`src/rtl/regfile_wb_arbiter_if.sv`:
```
// ============================================================================
//  Module   : regfile_wb_arbiter_if
//  Brief    : Writeback request, write-port and bypass signal bundle.
//  Revision : 1.0
// ============================================================================
`default_nettype none

interface regfile_wb_arbiter_if #(
    parameter int DATA_W   = 16,
    parameter int REG_ID_W = 4
);
    logic                req0_valid;
    logic [REG_ID_W-1:0] req0_reg;
    logic [DATA_W-1:0]   req0_data;
    logic                req0_ready;
    logic                req1_valid;
    logic [REG_ID_W-1:0] req1_reg;
    logic [DATA_W-1:0]   req1_data;
    logic                req1_ready;
    logic                stall;
    logic                flush;
    logic                WriteReg;
    logic [REG_ID_W-1:0] DstReg;
    logic [DATA_W-1:0]   DstData;
    logic [REG_ID_W-1:0] SrcReg1;
    logic [REG_ID_W-1:0] SrcReg2;
    logic                Byp1_hit;
    logic [DATA_W-1:0]   Byp1_data;
    logic                Byp2_hit;
    logic [DATA_W-1:0]   Byp2_data;

    modport slave (
        input  req0_valid, req0_reg, req0_data,
        output req0_ready,
        input  req1_valid, req1_reg, req1_data,
        output req1_ready,
        input  stall, flush,
        output WriteReg, DstReg, DstData,
        input  SrcReg1, SrcReg2,
        output Byp1_hit, Byp1_data, Byp2_hit, Byp2_data
    );

    modport master (
        output req0_valid, req0_reg, req0_data,
        input  req0_ready,
        output req1_valid, req1_reg, req1_data,
        input  req1_ready,
        output stall, flush,
        input  WriteReg, DstReg, DstData,
        output SrcReg1, SrcReg2,
        input  Byp1_hit, Byp1_data, Byp2_hit, Byp2_data
    );
endinterface

`default_nettype wire

```
`src/rtl/regfile_wb_arbiter.sv`:
```
// ============================================================================
//  Module   : regfile_wb_arbiter
//  Brief    : Round-robin share of the register-file write port between two
//             writeback requesters, with a one-entry write stage and bypass.
//  Revision : 1.0
// ============================================================================
`default_nettype none

module regfile_wb_arbiter #(
    parameter int DATA_W      = 16,
    parameter int REG_ID_W    = 4,
    parameter int ZERO_REG_RO = 1
) (
    input  wire logic             clk,
    input  wire logic             rst,
    regfile_wb_arbiter_if.slave   bus
);
    logic                w_gnt0;
    logic                w_gnt1;
    logic                w_xfer;
    logic [REG_ID_W-1:0] w_reg;
    logic [DATA_W-1:0]   w_data;

    logic                last_grant_q, last_grant_d;
    logic                wr_q,         wr_d;
    logic [REG_ID_W-1:0] dst_reg_q,    dst_reg_d;
    logic [DATA_W-1:0]   dst_data_q,   dst_data_d;

    // On a tie the requester that did not win last time is served.
    always_comb begin
        w_gnt0 = 1'b0;
        w_gnt1 = 1'b0;
        if (!rst && !bus.stall) begin
            w_gnt0 = bus.req0_valid && (!bus.req1_valid || last_grant_q);
            w_gnt1 = bus.req1_valid && (!bus.req0_valid || !last_grant_q);
        end
    end

    assign w_xfer = w_gnt0 || w_gnt1;
    assign w_reg  = w_gnt1 ? bus.req1_reg  : bus.req0_reg;
    assign w_data = w_gnt1 ? bus.req1_data : bus.req0_data;

    always_comb begin
        last_grant_d = last_grant_q;
        wr_d         = wr_q;
        dst_reg_d    = dst_reg_q;
        dst_data_d   = dst_data_q;
        if (bus.stall) begin
            if (bus.flush) begin
                wr_d = 1'b0;
            end
        end else begin
            wr_d = 1'b0;
            if (w_xfer) begin
                // A flush squashes the already-staged write, never the incoming one.
                dst_reg_d    = w_reg;
                dst_data_d   = w_data;
                wr_d         = !((ZERO_REG_RO != 0) && (w_reg == '0));
                last_grant_d = w_gnt1;
            end
        end
    end

    always_ff @(posedge clk or posedge rst) begin
        if (rst) begin
            last_grant_q <= 1'b1;
            wr_q         <= 1'b0;
            dst_reg_q    <= '0;
            dst_data_q   <= '0;
        end else begin
            last_grant_q <= last_grant_d;
            wr_q         <= wr_d;
            dst_reg_q    <= dst_reg_d;
            dst_data_q   <= dst_data_d;
        end
    end

    logic w_hit1;
    logic w_hit2;

    assign w_hit1 = wr_q && (dst_reg_q == bus.SrcReg1) &&
                    !((ZERO_REG_RO != 0) && (bus.SrcReg1 == '0));
    assign w_hit2 = wr_q && (dst_reg_q == bus.SrcReg2) &&
                    !((ZERO_REG_RO != 0) && (bus.SrcReg2 == '0));

    assign bus.req0_ready = w_gnt0;
    assign bus.req1_ready = w_gnt1;
    assign bus.WriteReg   = wr_q;
    assign bus.DstReg     = dst_reg_q;
    assign bus.DstData    = dst_data_q;
    assign bus.Byp1_hit   = w_hit1;
    assign bus.Byp1_data  = w_hit1 ? dst_data_q : '0;
    assign bus.Byp2_hit   = w_hit2;
    assign bus.Byp2_data  = w_hit2 ? dst_data_q : '0;

endmodule

`default_nettype wire

```
`src/flat_wrapper.sv`:
```
// flat-port wrapper written by rule: the top's interface ports become plain ports
module regfile_wb_arbiter_flat 
#(
    parameter int DATA_W      = 16,
    parameter int REG_ID_W    = 4,
    parameter int ZERO_REG_RO = 1
)
  (clk, rst, bus_req0_valid, bus_req0_reg, bus_req0_data, bus_req0_ready, bus_req1_valid, bus_req1_reg, bus_req1_data, bus_req1_ready, bus_stall, bus_flush, bus_WriteReg, bus_DstReg, bus_DstData, bus_SrcReg1, bus_SrcReg2, bus_Byp1_hit, bus_Byp1_data, bus_Byp2_hit, bus_Byp2_data);
  regfile_wb_arbiter_if #(.DATA_W(DATA_W), .REG_ID_W(REG_ID_W)) bus_i ();
  input  wire logic clk;
  input  wire logic rst;
  input wire logic [$bits(bus_i.req0_valid)-1:0] bus_req0_valid;
  input wire logic [$bits(bus_i.req0_reg)-1:0] bus_req0_reg;
  input wire logic [$bits(bus_i.req0_data)-1:0] bus_req0_data;
  output wire logic [$bits(bus_i.req0_ready)-1:0] bus_req0_ready;
  input wire logic [$bits(bus_i.req1_valid)-1:0] bus_req1_valid;
  input wire logic [$bits(bus_i.req1_reg)-1:0] bus_req1_reg;
  input wire logic [$bits(bus_i.req1_data)-1:0] bus_req1_data;
  output wire logic [$bits(bus_i.req1_ready)-1:0] bus_req1_ready;
  input wire logic [$bits(bus_i.stall)-1:0] bus_stall;
  input wire logic [$bits(bus_i.flush)-1:0] bus_flush;
  output wire logic [$bits(bus_i.WriteReg)-1:0] bus_WriteReg;
  output wire logic [$bits(bus_i.DstReg)-1:0] bus_DstReg;
  output wire logic [$bits(bus_i.DstData)-1:0] bus_DstData;
  input wire logic [$bits(bus_i.SrcReg1)-1:0] bus_SrcReg1;
  input wire logic [$bits(bus_i.SrcReg2)-1:0] bus_SrcReg2;
  output wire logic [$bits(bus_i.Byp1_hit)-1:0] bus_Byp1_hit;
  output wire logic [$bits(bus_i.Byp1_data)-1:0] bus_Byp1_data;
  output wire logic [$bits(bus_i.Byp2_hit)-1:0] bus_Byp2_hit;
  output wire logic [$bits(bus_i.Byp2_data)-1:0] bus_Byp2_data;
  assign bus_i.req0_valid = bus_req0_valid;
  assign bus_i.req0_reg = bus_req0_reg;
  assign bus_i.req0_data = bus_req0_data;
  assign bus_req0_ready = bus_i.req0_ready;
  assign bus_i.req1_valid = bus_req1_valid;
  assign bus_i.req1_reg = bus_req1_reg;
  assign bus_i.req1_data = bus_req1_data;
  assign bus_req1_ready = bus_i.req1_ready;
  assign bus_i.stall = bus_stall;
  assign bus_i.flush = bus_flush;
  assign bus_WriteReg = bus_i.WriteReg;
  assign bus_DstReg = bus_i.DstReg;
  assign bus_DstData = bus_i.DstData;
  assign bus_i.SrcReg1 = bus_SrcReg1;
  assign bus_i.SrcReg2 = bus_SrcReg2;
  assign bus_Byp1_hit = bus_i.Byp1_hit;
  assign bus_Byp1_data = bus_i.Byp1_data;
  assign bus_Byp2_hit = bus_i.Byp2_hit;
  assign bus_Byp2_data = bus_i.Byp2_data;
  regfile_wb_arbiter #(.DATA_W(DATA_W), .REG_ID_W(REG_ID_W), .ZERO_REG_RO(ZERO_REG_RO)) u_core (.clk(clk), .rst(rst), .bus(bus_i));
endmodule
```
`config.mk`:
```
export PLATFORM = sky130hd
export DESIGN_NAME = regfile_wb_arbiter_flat
export DESIGN_NICKNAME = d
export VERILOG_FILES = /design/src/rtl/regfile_wb_arbiter_if.sv /design/src/rtl/regfile_wb_arbiter.sv /design/src/flat_wrapper.sv
export SDC_FILE = /design/constraint.sdc
export NUM_CORES = 1
export LEC_CHECK = 0
export BUFFER_PORTS_ARGS = -buffer_cell sky130_fd_sc_hd__clkbuf_2
export CORE_UTILIZATION = 45
export CTS_CLUSTER_SIZE = 40
export DETAILED_ROUTE_END_ITERATION = 8
export PLACE_DENSITY = 0.91
export RECOVER_POWER = 50
export SETUP_SLACK_MARGIN = 0.1
export SYNTH_ARGS = -nofsm -noshare
export SYNTH_HDL_FRONTEND = slang
export SYNTH_SLANG_ARGS = --single-unit
```
`constraint.sdc`:
```
create_clock -name clk -period 2.35 [get_ports clk]
set_input_delay 0.235 -clock clk [delete_from_list [all_inputs] [get_ports clk]]
set_output_delay 0.235 -clock clk [all_outputs]
set_load 0.01 [all_outputs]
```
# Word level (Yosys, flattened, before mapping)
# Cells that the tools add are included.
# classes
n_bitwise	1
eq_ne	3
n_mux	9
n_reduce_logical	22
# ops
cell	n
$mux W16	3
$logic_not A4 Y1	3
$eq A4 B4 Y1	2
$logic_not A1 Y1	8
$logic_and A1 B1 Y1	7
$mux W1	5
$mux W4	1
$logic_or A1 B1 Y1	3
$ne A2 B1 Y1 const B	1
$reduce_and A2 Y1	1
$not A1 Y1	1
# word_totals
input_bits	54
out_inout_bits	57
reg_bits	22

# Longest topological paths before layout
# Gate-level depths: netlist of run 1.
# depth
word_depth	9
depth_mapped	4
depth_no_buf	3

# Worst setup path before layout of run 1
# OpenSTA, ideal clock, no wires.
# synth_path
kind	reg-to-output
from	register u_core.dst_reg_q[0] (netlist: u_core.bus.DstReg[0])
to	output port bus_Byp1_data[10]
setup_slack_ns	0.766
t_arrival_ns	1.349
path_buffers	1
path_stages_with_launch	5
path_cell_list	dfrtp_1 > xnor2_1 > nand4_2 > buf_6 > nor3b_1
# synth_via
elab_chain_cells	4
# synth_rtl
element	line_no	text
start, declared	regfile_wb_arbiter.sv:26	logic [REG_ID_W-1:0] dst_reg_q, dst_reg_d;
start signal, assigned	regfile_wb_arbiter.sv:73	dst_reg_q <= dst_reg_d;
$eq A4 B4 Y1	regfile_wb_arbiter.sv:81	assign w_hit1 = wr_q && (dst_reg_q == bus.SrcReg1) &&
$logic_and A1 B1 Y1 (2 in series)	regfile_wb_arbiter.sv:81	
$mux W16	regfile_wb_arbiter.sv:92	assign bus.Byp1_data = w_hit1 ? dst_data_q : '0;
end, declared	flat_wrapper.sv:28	output wire logic [$bits(bus_i.Byp1_data)-1:0] bus_Byp1_data;
# Every way passes these cells.

# Worst setup path in the final report of run 1
# layout_path
from	register u_core.dst_reg_q[0] (netlist: u_core.bus.DstReg[0])
to	output port bus_Byp1_data[5]
# The elaborated chain is that of the path after synthesis.

==> results_tabular.tex, run 1 <==
\begin{tabular}{lr}
\hline
Metric & Value \\
\hline
\multicolumn{2}{l}{\textbf{Setup path}} \\
\quad Launching element type of the critical path & flop \\
\quad Data required time at the worst endpoint & 2.12 ns \\
\quad CP Class & flop to output port \\
\quad CP Data Arrival Time & 1.90 ns \\
\quad Crit path max fanout & 17 \\
\quad Worst setup EP type & output port \\
\multicolumn{2}{l}{\textbf{Clock network}} \\
\quad Longest Clk Path Bufs & 2 \\
\quad Skew-Pair Late Insertion Delay & 0.31 ns \\
\quad Clock tree root driver cell & clkbuf\_4 \\
\quad Number of buffers created by CTS & 3 \\
\quad CTS tree & yes \\
\quad CTS clk-pin slew, worst paths & 0.13 ns \\
\quad H-Tree Level Count & 1 \\
\quad Total number of clock tree sinks & 22 \\
\quad Setup Buffers After CTS & 0 \\
\multicolumn{2}{l}{\textbf{Placement}} \\
\quad HPWL after detailed placement & 3596 um \\
\quad Setup slack after placement & 0.5083 ns \\
\quad Number of buffers added on ports & 110 \\
\quad Placer congestion estimate & 0.8539 \\
\quad Placed Area & 0.002126 mm\^{}2 \\
\multicolumn{2}{l}{\textbf{Power and ir drop}} \\
\quad Worst supply voltage drop on vdd & 0.4287 mV \\
\quad Static leakage power & 0.0009736 uW \\
\quad Total power & 1242 uW \\
\quad Ratio of total power to cell area & 573.1 mW/mm\^{}2 \\
\multicolumn{2}{l}{\textbf{Synthesis}} \\
\quad Proportion of synthesized chip area in sequential cells & 34.67\% \\
\quad Post-synthesis cell type with the largest combined area & dfrtp\_1 \\
\quad Count of state elements after synthesis & 22 \\
\quad Share of the synthesized area in the top cell type & 33.02\% \\
\quad Syn Std Cell Area & 0.001592 mm\^{}2 \\
\quad Warnings from Yosys & 0 \\
\quad Synth Area per Inst & 8.650 um\^{}2 \\
\quad Net count after synthesis & 238 \\
\quad Cell types with the largest area share after synthesis & dfrtp\_1 33\%, nor3b\_1 15\%, o311ai\_0 10\% \\
\quad Number of instances in the synthesized netlist & 184 \\
\quad Distinct cells, synth & 27 \\
\multicolumn{2}{l}{\textbf{Die}} \\
\quad Number of I/O pins & 111 \\
\quad Full die area & 0.003779 mm\^{}2 \\
\quad Die Span Y & 61.47 um \\
\quad Core area & 0.003363 mm\^{}2 \\
\quad Cell row count & 21 \\
\quad Overall die width & 61.47 um \\
\quad Initial Utilization & 47.32\% \\
\multicolumn{2}{l}{\textbf{Final layout}} \\
\quad Synth-to-Final Area Change & 36.16\% \\
\quad Ant diodes & 0 \\
\quad Final net count & 340 \\
\quad Share of layout cells above drive strength 1 & 35.79\% \\
\quad Post-route cell area & 0.002167 mm\^{}2 \\
\multicolumn{2}{l}{\textbf{Timing}} \\
\quad Setup violators final & 0 \\
\quad Total count of max-transition violations in the final report & 0 \\
\quad Setup ws final & 0.2162 ns \\
\quad Setup Skew & 0.007677 ns \\
\quad RSZ-0062 raised after global routing & false \\
\quad Relative slew slack & 28.12\% \\
\quad Fraction of the cycle the final worst path needs & 90.80\% \\
\quad Fmax & 468.6 MHz \\
\quad Sum of negative setup slack & 0 ns \\
\quad Hold Slack & 0.09766 ns \\
\quad Final hold vios & 0 \\
\quad Final min period & 2.134 ns \\
\quad Slew at the pin with the worst max-slew slack & 1.074 ns \\
\multicolumn{2}{l}{\textbf{Global route}} \\
\quad Wire length of the first global-routing pass & 7265 um \\
\quad Tot GR Track Use & 25.80\% \\
\quad Vias in the first global route & 1564 \\
\quad Final global-route overflow total & 0 \\
\quad Largest net degree at the start of global routing & 23 \\
\quad Antenna violations before repair & 0 \\
\multicolumn{2}{l}{\textbf{Run status}} \\
\quad Result of the run & completed \\
\multicolumn{2}{l}{\textbf{Detailed routing}} \\
\quad Number of nets with antenna violations after routing & 0 \\
\quad DRT Wirelength & 4788 um \\
\quad DR vias & 1856 \\
\quad DR WL/cell & 14.47 um \\
\quad Ratio of routed vias to standard cells & 5.607 \\
\quad DRC viols & 0 \\
\quad Detailed-routing iteration count for the pre-antenna-repair pass & 4 \\
\quad Iter 0 DRT Violations & 113 \\
\multicolumn{2}{l}{\textbf{Flow run}} \\
\quad Max-cap check violation count & 0 \\
\multicolumn{2}{l}{\textbf{Hold path}} \\
\quad Min-delay worst type & input port to asynchronous set/reset pin \\
\hline
\end{tabular}
## sequential cells by signal (all words and copies together) (netlist names)
name / cells
u_core.last_grant_q: 1
u_core.bus.DstReg: 4
u_core.bus.DstData: 16
u_core.bus.WriteReg: 1
## final timing paths
| check | cells after the start | end | startpoint | slack (ns) |
|---|---|---|---|---|
| worst max-delay path | 4 | bus_Byp1_data[5] | u_core.bus.DstReg[0]$_DFFE_PP0P_ | 0.22 |
| worst min-delay path | 2 | u_core.bus.DstReg[0]$_DFFE_PP0P_ | rst | 0.1 |
| worst max register to register | 3 | u_core.bus.WriteReg$_DFFE_PP0P_ | u_core.last_grant_q$_DFFE_PP1P_ | 0.60 |
| worst min register to register | 2 | u_core.last_grant_q$_DFFE_PP1P_ | u_core.last_grant_q$_DFFE_PP1P_ | 0.54 |
| max in group asynchronous | 2 | u_core.bus.DstReg[3]$_DFFE_PP0P_ | rst | 1.76 |
| min in group clk | 2 | u_core.last_grant_q$_DFFE_PP1P_ | bus_req0_valid | 0.12 |
## final cells by class
type	count	area (um^2)
Inverter	21	78.83
Clock buffer	3	22.52
Tap cell	46	57.56
Multi-Input combinational cell	125	882.1
Fill cell	326	1196
Sequential cell	22	551.8
Timing Repair Buffer	113	544.3
Clock inverter	1	30.03
## per-layer routing
layer | GRT usage [%] | wire length (um)
met1 | 36.56 | 1955
met2 | 40.68 | 2396
met3 | 2.311 | 321
met4 | 10.79 | 115
met5 | 0 | 0
## cell families (layout without fill, tap and decap cells)
group                     after synthesis  count (layout)  synth area share [%]
DFF                                    22              22                 34.67
buffers and inverters                  37             138                 11.01
AOI/OAI and AO/OA                      45              45                 20.60
and+or+nand+nor                        74              74                 30.43
xor gates and xnor gates                6               6                 3.302
## Yosys cell counts (all sizes together)
cell type and n:
o21ai 21, dfrtp 21, clkbuf 7, a21oi 2, nor3b 33, nand2b 1, nor2 7, nand4 2
nand3 21, nand2 1, or3 1, nand3b 1, and3 1, inv 21, o311ai 21, or4 1
or2 1, and2 3, buf 9, xnor2 6, dfstp 1, a31oi 1, nor4 1
## critical path: stages (launching register included)
cell	delay [ns]
dfrtp_1	0.48
or3_4	0.45
a21oi_4	0.39
nor3b_1	0.12
clkbuf_2	0.15
## where the power goes
group / leakage (uW) / switching, uW / internal, uW
logic: 0.000686 / 245 / 180
clock network: 0.0000279 / 115 / 172
registers: 0.000260 / 82.7 / 448
total: 0.000974 / 442 / 800
## through the flow
step | utilization (%) | instances
6_report | 64.43 | 331
5_1_grt | 64.43 | 331
4_1_cts | 64.77 | 331
3_5_place_dp | 63.21 | 327
3_3_place_gp | 63.21 | 327
2_1_floorplan | - | 184
## layout by cell type, fill, tap and decap left out, types with 2 or more instances in the layout
cell,netlist,routed
o311ai_0,19,20
o21ai_0,21,20
a21oi_4,2,2
inv_1,21,21
clkbuf_2,0,87
xnor2_1,6,6
nand4_4,0,2
clkbuf_4,0,3
dfrtp_1,21,21
nor2_1,7,7
clkbuf_1,7,23
nor3b_1,32,32
nand3_1,21,21
buf_4,0,3
## what timing repair did
item,in CTS,in global routing
resized for setup,0,2
setup endpoints to repair,0,28
hold buffers,0,0
Note: power is estimated with default switching activity, not from simulation.
==> run 2: changes to the inputs <==
--- a/config.mk
+++ b/config.mk
@@ -9,7 +9,8 @@
 export CORE_UTILIZATION = 45
 export CTS_CLUSTER_SIZE = 40
 export DETAILED_ROUTE_END_ITERATION = 8
-export PLACE_DENSITY = 0.91
+export GPL_TIMING_DRIVEN = 0
+export PLACE_DENSITY = 0.87
 export RECOVER_POWER = 50
 export SETUP_SLACK_MARGIN = 0.1
 export SYNTH_ARGS = -nofsm -noshare
==> run 2 against run 1 <==
Sequential share of layout area is 0.43 points lower. Worst hold slack worse by 0.015 ns. Critical path depth up 1. Final area up 1.7%. Die area did not move. Fmax rose by 0.56%. Clock power shrank 26%. Clock skew rose by 0.0040 ns. Cell count is 3.9% higher. Critical path type unchanged.
==> results_tabular.tex, run 2 (same netlist as run 1, synthesis figures left out) <==
\begin{tabular}{lr}
\hline
Metric & Value \\
\hline
\multicolumn{2}{l}{\textbf{Run status}} \\
\quad Result of the run & completed \\
\multicolumn{2}{l}{\textbf{Clock network}} \\
\quad Setup Buffers After CTS & 0 (unchanged) \\
\quad H-Tree Level Count & 1 (unchanged) \\
\quad Number of buffers created by CTS & 3 (unchanged) \\
\quad Total number of clock tree sinks & 22 (unchanged) \\
\quad Longest Clk Path Bufs & 2 (unchanged) \\
\quad CTS clk-pin slew, worst paths & 0.13 ns (about the same) \\
\quad Number of buffers added to fix hold violations after cts & 0 (unchanged) \\
\quad CTS tree & yes \\
\quad Clock tree root driver cell & clkbuf\_4 \\
\quad Skew-Pair Late Insertion Delay & 0.31 ns (about the same) \\
\quad Post-cts repair resize count & 0 (unchanged) \\
\multicolumn{2}{l}{\textbf{Global route}} \\
\quad Tot GR Track Use & 27.02\% (+1.2 points) \\
\quad Largest net degree at the start of global routing & 23 (unchanged) \\
\quad Met1 demand-to-capacity share in global routing & 37.92\% (+1.4 points) \\
\quad Met2 track demand over resource in global routing & 44.41\% (+3.7 points) \\
\quad Final global-route overflow total & 0 (unchanged) \\
\quad Antenna violations before repair & 0 (unchanged) \\
\quad GR met3 Demand/Resource & 1.891\% (-0.42 points) \\
\quad Grt peak-use layer & met2 \\
\quad Wire length of the first global-routing pass & 7452 um (+2.6\%) \\
\quad Vias in the first global route & 1586 (+1.4\%) \\
\multicolumn{2}{l}{\textbf{Timing}} \\
\quad Sum of negative setup slack & 0 ns (unchanged) \\
\quad RSZ-0062 raised after global routing & false \\
\quad Final min period & 2.122 ns (-0.01193 ns) \\
\quad Total count of max-transition violations in the final report & 0 (unchanged) \\
\quad Final hold vios & 0 (unchanged) \\
\quad Fmax & 471.3 MHz (+0.56\%) \\
\quad Relative slew slack & 46.69\% (+19 points) \\
\quad Slew at the pin with the worst max-slew slack & 0.7988 ns (-0.2755 ns) \\
\quad Setup violators final & 0 (unchanged) \\
\quad Setup Skew & 0.01169 ns (+0.004010 ns) \\
\quad Fraction of the cycle the final worst path needs & 90.29\% (-0.51 points) \\
\multicolumn{2}{l}{\textbf{Power and ir drop}} \\
\quad Worst supply voltage drop on vdd & 0.3634 mV (-15\%) \\
\quad Static leakage power & 0.0009986 uW (+2.6\%) \\
\quad Ratio of total power to cell area & 535.6 mW/mm\^{}2 (-6.5\%) \\
\multicolumn{2}{l}{\textbf{Setup path}} \\
\quad Worst-path cell chain & xnor2\_1 > nand4\_2 > buf\_6 > nor3b\_1 > clkbuf\_2 \\
\quad Family with the most delay on the worst path & flip-flops \\
\quad Worst setup EP type & output port \\
\quad Critical path's slowest cell & dfrtp\_1 \\
\quad CP Class & flop to output port \\
\quad Largest stage delay on the critical path & 0.48 ns (about the same) \\
\quad CP bufs+invs & 2 (+1) \\
\quad CP Data Arrival Time & 1.89 ns (about the same) \\
\quad Crit path max fanout & 10 (-7) \\
\quad Data required time at the worst endpoint & 2.12 ns (about the same) \\
\quad Launching element type of the critical path & flop \\
\multicolumn{2}{l}{\textbf{Final layout}} \\
\quad Most common cell after layout, fill and taps aside & clkbuf\_2 \\
\quad Share of layout cells above drive strength 1 & 35.57\% (-0.22 points) \\
\quad Post-route cell area & 0.002205 mm\^{}2 (+1.7\%) \\
\quad Synth-to-Final Area Change & 38.52\% \\
\quad Final net count & 353 (+3.8\%) \\
\quad Most frequent cells in the layout & 88 x clkbuf\_2, 32 x clkbuf\_1, 32 x nor3b\_1 \\
\quad Ant diodes & 0 (unchanged) \\
\quad Final cell count without fillers & 344 (+3.9\%) \\
\quad Largest register FFs & 16 (unchanged) \\
\multicolumn{2}{l}{\textbf{Detailed routing}} \\
\quad Detailed-routing iteration count for the pre-antenna-repair pass & 4 (unchanged) \\
\quad Ratio of routed vias to standard cells & 5.395 (-3.8\%) \\
\quad DRC viols & 0 (unchanged) \\
\quad Iter 0 DRT Violations & 81 (-28\%) \\
\quad Number of nets with antenna violations after routing & 0 (unchanged) \\
\quad DR WL/cell & 14.19 um (-1.9\%) \\
\quad DRT Wirelength & 4880 um (+1.9\%) \\
\quad DR vias & 1856 (unchanged) \\
\multicolumn{2}{l}{\textbf{Die}} \\
\quad Overall die width & 61.47 um (unchanged) \\
\quad Core area & 0.003363 mm\^{}2 (unchanged) \\
\quad Cell row count & 21 (unchanged) \\
\quad Full die area & 0.003779 mm\^{}2 (unchanged) \\
\quad Number of I/O pins & 111 (unchanged) \\
\quad Initial Utilization & 47.32\% (unchanged) \\
\quad Die Span Y & 61.47 um (unchanged) \\
\multicolumn{2}{l}{\textbf{Placement}} \\
\quad Placer congestion estimate & 0.8386 (-1.8\%) \\
\quad Placed Area & 0.002200 mm\^{}2 (+3.5\%) \\
\quad Count of placed standard cells including taps & 340 (+4.0\%) \\
\quad HPWL after detailed placement & 3796 um (+5.6\%) \\
\quad Number of buffers added on ports & 110 (unchanged) \\
\multicolumn{2}{l}{\textbf{Hold path}} \\
\quad Min-delay worst type & input port to asynchronous set/reset pin \\
\multicolumn{2}{l}{\textbf{Flow run}} \\
\quad Max-cap check violation count & 0 (unchanged) \\
\hline
\end{tabular}
==> run 2: cell types whose count changed in the layout (fill, tap and decap cells not counted), moves of 2 or more <==
cell / change
clkbuf_1: +9
buf_6: +4
buf_4: -3
buf_2: +2
nand4_2: +2
nand4_4: -2
==> run 2: layout make-up <==
type | instances | area [um^2]
Tap cell | 46 | 57.56
Sequential cell | 22 | 551.8
Fill cell | 335 | 1159
Inverter | 21 | 78.83
Buffer | 16 | 92.59
Multi-Input combinational cell | 125 | 864.6
Clock buffer | 4 | 36.28
Timing Repair Buffer | 110 | 523.0
==> run 2: final timing paths <==
path                                             startpoint                                 end  slack (ns)  depth (start not counted)
min in group clk                             bus_req0_valid     u_core.last_grant_q$_DFFE_PP1P_        0.12                          2
min                                                     rst  u_core.bus.DstData[15]$_DFFE_PP0P_        0.08                          2
max in group asynchronous                               rst    u_core.bus.DstReg[3]$_DFFE_PP0P_        1.76                          2
max reg2reg                 u_core.last_grant_q$_DFFE_PP1P_  u_core.bus.DstData[15]$_DFFE_PP0P_        0.69                          4
max                        u_core.bus.DstReg[0]$_DFFE_PP0P_                    bus_Byp2_data[6]        0.23                          5
min reg2reg                 u_core.last_grant_q$_DFFE_PP1P_     u_core.last_grant_q$_DFFE_PP1P_        0.56                          2
==> run 2: metal layers <==
layer  vias to the layer above  routed length [um]  part of all wire (%)
met3                         8                 285                   5.8
met5                         -                   0                     0
met1                       868                2082                    43
met2                        71                2447                    50
met4                         0                  65                   1.3
li1                        909                   -                     -
==> run 2: power by group <==
part | internal (uW) | switching, uW
logic | 195 | 244
clock network | 94.7 | 116
registers | 448 | 83.8
total | 737 | 443
==> run 2: metrics by stage <==
stage | total power [uW] | hold WS [ns] | utilization (%) | setup WS (ns)
final | 1181 | 0.08231 | 65.55 | 0.2281
after global routing | 1259 | 0.1251 | 65.55 | 0.1078
after detailed placement | 992.9 | 0.4475 | 65.40 | 0.5860
after floorplan | 793.7 | 0.2235 | - | 0.7661
after global placement | 980.5 | 0.4464 | 65.40 | 0.6336
after CTS | 1197 | 0.1046 | 66.48 | 0.2299
